<file path="src/rtl/agc_timing_pkg.sv">
// agc_timing_pkg: shared state encoding and time-pulse indices for the AGC timing chain
package agc_timing_pkg;
  localparam int NUM_TP_DEF = 12;
  localparam int T01 = 0;
  localparam int T12 = NUM_TP_DEF - 1;
  typedef enum logic [1:0] {POWERON, RUN, STOPPED, STANDBY} tps_state_e;
endpackage

</file>
<file path="src/rtl/time_pulse_sequencer_if.sv">
// time_pulse_sequencer_if: timer/monitor inputs and time-pulse outputs of the sequencer
interface time_pulse_sequencer_if import agc_timing_pkg::*; #(parameter int NUM_TP = NUM_TP_DEF);
  logic CT;
  logic SBY;
  logic MSTP;
  logic MSTRT;
  logic GOJAM;
  logic [NUM_TP-1:0] T;
  logic MCT;
  logic STOP;
  logic STBY_STAT;
  logic TPZERO;
  modport master(output CT, SBY, MSTP, MSTRT, GOJAM, input T, MCT, STOP, STBY_STAT, TPZERO);
  modport slave(input CT, SBY, MSTP, MSTRT, GOJAM, output T, MCT, STOP, STBY_STAT, TPZERO);
endinterface

</file>
<file path="src/rtl/agc_edge_det.sv">
// agc_edge_det: registered rising-edge detector
module agc_edge_det (
  input  logic clk,
  input  logic rst_n,
  input  logic d,
  output logic rise
);
  logic q;
  always_ff @(posedge clk or negedge rst_n)
    if (!rst_n) q <= 1'b0;
    else q <= d;
  assign rise = d & ~q;
endmodule

</file>
<file path="src/rtl/time_pulse_sequencer.sv">
// time_pulse_sequencer: counts CT ticks into one-hot T01..T12 and owns run/stop/standby policy
module time_pulse_sequencer import agc_timing_pkg::*; #(
  parameter int NUM_TP     = NUM_TP_DEF,
  parameter int POWERON_CT = 8
) (
  input logic CLOCK,
  input logic SIM_RST_n,
  time_pulse_sequencer_if.slave bus
);
  localparam int CW = $clog2(POWERON_CT + 1);
  localparam logic [CW-1:0] CNT_LAST = CW'(POWERON_CT - 1);
  localparam logic [NUM_TP-1:0] T_FIRST = NUM_TP'(1) << T01;
  tps_state_e state;
  logic [NUM_TP-1:0] t;
  logic [CW-1:0] cnt;
  logic mct, ct_rise, mstrt_rise, wrap;
  agc_edge_det u_ct (.clk(CLOCK), .rst_n(SIM_RST_n), .d(bus.CT), .rise(ct_rise));
  agc_edge_det u_mstrt (.clk(CLOCK), .rst_n(SIM_RST_n), .d(bus.MSTRT), .rise(mstrt_rise));
  assign wrap = state == RUN && ct_rise && t[NUM_TP-1];
  // a completed cycle reports MCT even when GOJAM wins the same edge
  always_ff @(posedge CLOCK or negedge SIM_RST_n)
    if (!SIM_RST_n) begin
      state <= POWERON;
      t <= '0;
      cnt <= '0;
      mct <= 1'b0;
    end else begin
      mct <= wrap;
      if (bus.GOJAM && state != STANDBY) begin
        state <= POWERON;
        t <= '0;
        cnt <= '0;
      end else
        case (state)
          POWERON:
            if (ct_rise) begin
              if (cnt == CNT_LAST) begin
                state <= RUN;
                t <= T_FIRST;
                cnt <= '0;
              end else cnt <= cnt + 1'b1;
            end
          RUN:
            if (wrap) begin
              state <= bus.SBY ? STANDBY : bus.MSTP ? STOPPED : RUN;
              t <= (bus.SBY || bus.MSTP) ? '0 : T_FIRST;
            end else if (ct_rise) t <= (t == '0) ? T_FIRST : t << 1;
          STOPPED:
            if (bus.SBY) state <= STANDBY;
            else if (mstrt_rise) state <= RUN;
            else if (ct_rise && !bus.MSTP) begin
              state <= RUN;
              t <= T_FIRST;
            end
          default:
            if (!bus.SBY) begin
              state <= POWERON;
              cnt <= '0;
            end
        endcase
    end
  assign bus.T = t;
  assign bus.MCT = mct;
  assign bus.STOP = state != RUN;
  assign bus.STBY_STAT = state == STANDBY;
  assign bus.TPZERO = ~|t;
endmodule

</file>
<file path="src/flat_wrapper.sv">
// flat-port wrapper written by rule: the top's interface ports become plain ports
module time_pulse_sequencer_flat import agc_timing_pkg::*;
#(
  parameter int NUM_TP     = NUM_TP_DEF,
  parameter int POWERON_CT = 8
)
  (CLOCK, SIM_RST_n, bus_CT, bus_SBY, bus_MSTP, bus_MSTRT, bus_GOJAM, bus_T, bus_MCT, bus_STOP, bus_STBY_STAT, bus_TPZERO);
  time_pulse_sequencer_if #(.NUM_TP(NUM_TP)) bus_i ();
  input logic CLOCK;
  input logic SIM_RST_n;
  input wire logic [$bits(bus_i.CT)-1:0] bus_CT;
  input wire logic [$bits(bus_i.SBY)-1:0] bus_SBY;
  input wire logic [$bits(bus_i.MSTP)-1:0] bus_MSTP;
  input wire logic [$bits(bus_i.MSTRT)-1:0] bus_MSTRT;
  input wire logic [$bits(bus_i.GOJAM)-1:0] bus_GOJAM;
  output wire logic [$bits(bus_i.T)-1:0] bus_T;
  output wire logic [$bits(bus_i.MCT)-1:0] bus_MCT;
  output wire logic [$bits(bus_i.STOP)-1:0] bus_STOP;
  output wire logic [$bits(bus_i.STBY_STAT)-1:0] bus_STBY_STAT;
  output wire logic [$bits(bus_i.TPZERO)-1:0] bus_TPZERO;
  assign bus_i.CT = bus_CT;
  assign bus_i.SBY = bus_SBY;
  assign bus_i.MSTP = bus_MSTP;
  assign bus_i.MSTRT = bus_MSTRT;
  assign bus_i.GOJAM = bus_GOJAM;
  assign bus_T = bus_i.T;
  assign bus_MCT = bus_i.MCT;
  assign bus_STOP = bus_i.STOP;
  assign bus_STBY_STAT = bus_i.STBY_STAT;
  assign bus_TPZERO = bus_i.TPZERO;
  time_pulse_sequencer #(.NUM_TP(NUM_TP), .POWERON_CT(POWERON_CT)) u_core (.CLOCK(CLOCK), .SIM_RST_n(SIM_RST_n), .bus(bus_i));
endmodule
</file>
<file path="config.mk">
export PLATFORM = sky130hd
export DESIGN_NAME = time_pulse_sequencer_flat
export DESIGN_NICKNAME = d
export VERILOG_FILES = /design/src/rtl/agc_timing_pkg.sv /design/src/rtl/time_pulse_sequencer_if.sv /design/src/rtl/agc_edge_det.sv /design/src/rtl/time_pulse_sequencer.sv /design/src/flat_wrapper.sv
export SDC_FILE = /design/constraint.sdc
export NUM_CORES = 1
export LEC_CHECK = 0
export CAP_MARGIN = 40
export CORE_ASPECT_RATIO = 1.2
export CORE_MARGIN = 2
export CORE_UTILIZATION = 51
export DETAILED_ROUTE_END_ITERATION = 8
export PLACE_DENSITY_LB_ADDON = 0.3
export RECOVER_POWER = 50
export SYNTH_ARGS = -nofsm -noshare
export SYNTH_HDL_FRONTEND = slang
export SYNTH_HIERARCHICAL = 1
export SYNTH_SLANG_ARGS = --single-unit
</file>
<file path="constraint.sdc">
create_clock -name CLOCK -period 1.85 [get_ports CLOCK]
set_input_delay 0.555 -clock CLOCK [delete_from_list [all_inputs] [get_ports CLOCK]]
set_output_delay 0.555 -clock CLOCK [all_outputs]
set_load 0.03 [all_outputs]
</file>
# Yosys cells after proc, flatten, opt, wreduce, memory -nomap -nowiden
# Cells that the tools add are included.
[totals]
ff_bits = 21
in_bits = 7
[classes]
n_addsub = 1
n_eq_ne = 17
n_mux = 27
bitwise_logic = 4
reduce_logical = 15
[ops]
columns = ["operator", "n"]
rows = [
  ["2-to-1 mux 12 bit", 9],
  ["case mux 12 bit (3 select lines)", 1],
  ["2-to-1 mux 2 bit", 10],
  ["2-to-1 mux 4 bit", 4],
  ["logical NOT 12 bit", 1],
  ["!= test 3 x 1 -> 1 bit, second input constant", 4],
  ["OR reduction 12 bit", 1],
  ["case mux 4 bit (2 select lines)", 1],
  ["AND reduction 7 bit", 1],
  ["!= test 3 x 2 -> 1 bit, second input constant", 2],
  ["case mux 2 bit (3 select lines)", 1],
  ["!= test 5 x 1 -> 1 bit, second input constant", 1],
  ["!= test 5 x 2 -> 1 bit, second input constant", 1],
  ["AND reduction 5 bit", 1],
  ["adder 4 x 1 -> 4 bit, second input constant", 1],
  ["equality test 2 bit, second input constant", 2],
  ["equality test 4 x 3 -> 1 bit, second input constant", 1],
  ["logical AND 1 bit", 4],
  ["!= test 2 x 1 -> 1 bit, second input constant", 2],
  ["!= test 4 x 2 -> 1 bit, second input constant", 1],
  ["nonzero test 4 bit", 1],
  ["!= test 3 bit, second input constant", 1],
  ["AND reduction 3 bit", 1],
  ["AND 1 bit", 2],
  ["other kinds (8)", 10],
]

# Depth between registers and ports, before layout
[logic_depth]
ltp_word = 8
ltp_mapped = 7
ltp_nobuf = 6

# Modules after synthesis
# The synthesis kept the hierarchy.
[modules_own_cells]
columns = ["mod", "n_inst", "cells_each", "area_per_inst_um2"]
rows = [
  ["time_pulse_sequencer", 1, 107, 1124.8],
  ["agc_edge_det", 2, 2, 38.8],
]

# Least setup slack after synthesis
# No wires, ideal clock.
[synth_path]
path_kind = "register to register"
startpoint = "register u_core.state[0]"
endpoint = "register u_core.t[11] (netlist: u_core/bus.T[11])"
setup_time_ns = 0.118
t_arrival_ns = 1.721
required_time_ns = 1.732
path_slack_ns = 0.011
stages_incl_launch_ff = 8
path_cell_list = "dfrtp_1 -> ha_1 -> nand2b_1 -> buf_2 -> and3_1 -> buf_2 -> and4_1 -> a21o_1"
[synth_between]
elab_chain_len = 6
elab_cells_between_ends = 18
classes_between = "9 x eq/ne; 3 x mux; 6 x reduce/logical"
[synth_rtl]
columns = ["item", "line", "text"]
rows = [
  ["start, declared", "time_pulse_sequencer.sv:13", "tps_state_e state;"],
  ["start signal, assigned", "time_pulse_sequencer.sv:45", "state <= bus.SBY ? STANDBY : bus.MSTP ? STOPPED : RUN;"],
  ["equality test 2 x 1 -> 1 bit", "time_pulse_sequencer.sv:19, time_pulse_sequencer.sv:34", ""],
  ["logical AND 1 bit (2 in a row)", "time_pulse_sequencer.sv:19", "assign wrap = state == RUN && ct_rise && t[NUM_TP-1];"],
  ["2-to-1 mux 12 bit", "time_pulse_sequencer.sv:44", "if (wrap) begin"],
  ["case mux 12 bit (3 select lines)", "time_pulse_sequencer.sv:34", "case (state)"],
  ["2-to-1 mux 12 bit", "time_pulse_sequencer.sv:29", "if (bus.GOJAM && state != STANDBY) begin"],
  ["end signal, assigned", "time_pulse_sequencer.sv:46", "t <= (bus.SBY || bus.MSTP) ? '0 : T_FIRST;"],
  ["end signal, assigned", "time_pulse_sequencer.sv:47", "end else if (ct_rise) t <= (t == '0) ? T_FIRST : t << 1;"],
  ["end, declared", "time_pulse_sequencer.sv:14", "logic [NUM_TP-1:0] t;"],
]
# Several ways; a longest one is shown, not always the timed one.
# A chain may end at the register's enable or synchronous reset.

# Worst setup path in the final report
[layout_path]
startpoint = "register u_core.t[8] (netlist: u_core/bus.T[8])"
endpoint = "output bus_TPZERO"
[layout_between]
elab_chain_len = 2
[layout_rtl]
columns = ["item", "line", "text"]
rows = [
  ["OR reduction 12 bit", "time_pulse_sequencer.sv:66", "assign bus.TPZERO = ~|t;"],
  ["logical NOT 1 bit", "time_pulse_sequencer.sv:66", ""],
  ["end, declared", "flat_wrapper.sv:20", "output wire logic [$bits(bus_i.TPZERO)-1:0] bus_TPZERO;"],
]
# Every way passes these cells.

==> flow_summary.toml <==
[synthesis]
mappedNetlistNets = 123
yosysSeqAreaShare_pct = 43.7
synth_area_um2 = 1200
ys.warnings.count = 6
ys.flop_type = "dfrtp_1"
synth_seq_cells = 21
syn_area_per_cell_um2 = 10.8
synth_edf_count = 0
ys_types = 34
async_reset_ff_share_pct = 100
synthCells = 111

[clock_tree]
clk-insertion-delay-late_ns = 0.29
cts_max_path_buffers = 2
htreeDepth = 1
cts_buffers = 3
clk_pin_slew_ns = 0.11
clock_sinks = 21
cts_hold_buf = 0
cts_root_buffer = "clkbuf_4"
cts_tree = "yes"

[timing]
maxSlewHeadroom_pct = 24.1
finClkSkew_ns = 0.00407
setup_slack_ns = -0.128
fin_tns_setup_ns = -0.224
max_freq_mhz = 506
hold_viol_final = 0
min_period_over_period_pct = 107
setup_viol = 10
slew_viol_final = 0
worst_pin_slew_ns = 1.14
post-route-min-period_ns = 1.98
rsz0062_at_grt = "true"

[global_route]
grt_max_degree = 22
grt.total_usage_pct = 22.8
grt_pass1_wl_um = 4870
grt-ovfl-total = 0
grt_pass1_vias = 1078
antenna_found_initial = 0

[worst_setup_path]
startpoint_type = "register"
rr_endpoint = "u_core/cnt[3]"
regToRegSetupSlack_ns = 0.05
arrival_ns = 1.42
r2r-start = "u_core/state[0]"
crit_fanout = 4
required_ns = 1.29
reg2reg_depth = 6
critPathKind = "reg -> out"
worstSetupEndpointType = "output pin"

[floorplan]
io_pins = 23
dieArea_um2 = 2760
core_area_um2 = 2260
initial_core_util_pct = 53.2
die_w_um = 48.3
fp-row-count = 19
dieHeight_um = 57.2

[status]
status = "finished, violations left"
violations = "negative setup slack"

[placed_design]
gp_congestion = 0.953
dp.cells = 169
dp_hpwl_um = 2080
pre_cts_ws_ns = -0.517
io_buffer_count = 22

[route]
vias_per_cell = 5.87
ant_nets = 0
first_pass_iters = 4
via_count = 1068
dr.first_iter.drc_count = 33
wl_per_cell_um = 16.4
wl_um = 2990
drc_errors = 0

[cells_and_area]
final_cell_mix = "dfrtp_1, buf_4, dlygate4sd2_1"
final_common_cell = "dfrtp_1"
area_delta_synth_final_pct = 36.8
drive_gt1_share_pct = 25.2
final_cells = 182
fin_util_pct = 72.9
antenna_cells = 0
layout.nets = 164

[power]
powerDensity_nw_per_um2 = 974
power_leakage_nw = 0.932
p_total_mw = 1.60
vdd_drop_max_mv = 0.745

[worst_hold_path]
min_path_type = "in -> reg"
min_to = "u_core/u_ct/q"
hp-start = "bus_CT"
hold_depth = 1

[job]
maxCapViolations = 0
-- flip-flops by register name, indices dropped and copies added, names as in the netlist --
| name | count |
|---|---|
| u_core/cnt | 4 |
| u_core/bus.T | 12 |
| u_core/state | 2 |
| u_core/u_ct/q | 1 |
| u_core/bus.MCT | 1 |
| u_core/u_mstrt/q | 1 |
-- cells in the mapped netlist, types with 2 or more instances --
cell type	n	share of area [%]
buf_2	3	1.2
nand4b_1	2	1.5
a21o_1	13	8.1
inv_1	6	1.9
nand3_1	4	1.7
and3_1	2	1.0
dfrtp_1	21	44
nand2b_1	2	1.0
nor2b_4	2	2.3
nor3b_1	3	1.9
nor2_1	3	0.94
o21ai_0	3	1.2
nand2_1	5	1.6
nor4_1	3	1.6
a211o_1	2	1.5
ha_1	5	5.2
mux2i_1	2	1.7
nor2b_1	3	1.6
and4_1	11	8.0
buf_6	2	1.9
-- final cells by class --
type | count | area (um^2)
well taps | 31 | 38.8
flip-flops and latches | 21 | 526
repair buffers | 41 | 347
inverters | 6 | 22.5
fillers | 171 | 613
multi-input cells | 79 | 686
clock buffers | 4 | 26.3
-- logic make-up (layout without fill, tap and decap cells) --
logic type                 count (synthesis)  in the layout  share of synthesized area, %
AOI/OAI and AO/OA                         27             27                          17.3
adders and majority gates                  5              5                          5.20
buffers and inverters                     12             51                          5.31
DFF                                       21             21                          43.7
muxes                                      2              2                          1.66
and+or+nand+nor                           44             45                          26.8
-- worst max-delay path by stage --
stage | startpoint | slack (ns) | endpoint | cells after the start
after global routing | u_core/bus.T[7] | -0.19 | bus_TPZERO | 4
after CTS | u_core/bus.T[1] | -0.13 | bus_TPZERO | 4
final | u_core/bus.T[8] | -0.13 | bus_TPZERO | 4
after floorplan | u_core/state[0] | 0.01 | u_core/bus.T[11] | 7
after detailed placement | bus_CT | -0.52 | u_core/bus.T[0] | 6
after global placement | bus_CT | -0.42 | u_core/bus.T[0] | 6
-- metrics by stage --
stage | cell area, um^2 | hold slack (ns)
3_5_place_dp | 1500 | 0.503
3_3_place_gp | 1500 | 0.483
5_1_grt | 1650 | 0.499
2_1_floorplan | 1200 | 0.259
6_report | 1650 | 0.507
4_1_cts | 1580 | 0.501
-- power by group --
group	internal [mW]	total, mW	switching (mW)
clock network	0.0838	0.212	0.128
registers	0.502	0.551	0.0493
logic	0.364	0.839	0.475
-- metal layers --
layer | global-route usage (%) | vias to the layer above | part of all wire [%]
li1 | - | 495 | -
met1 | 24.4 | 536 | 41
met2 | 44.0 | 31 | 53
met3 | 3.40 | 6 | 3.5
met4 | 10.2 | 0 | 1.8
met5 | 0 | - | 0
-- critical path: stages (launching register included) --
cell and delay, ns:
dfrtp_1 0.44, nor4_2 0.32, nand3_1 0.16, inv_1 0.09, buf_6 0.13
-- repair_timing --
item | 4_1_cts | 5_1_grt
pin swaps | 5 | 4
endpoints found under the hold margin | 0 | 0
buffers inserted | 2 | 5
cloned | 2 | 0
endpoints found under the setup margin | 29 | 17
resized for setup | 26 | 10
No activity file was read; power rests on OpenSTA's default activity.
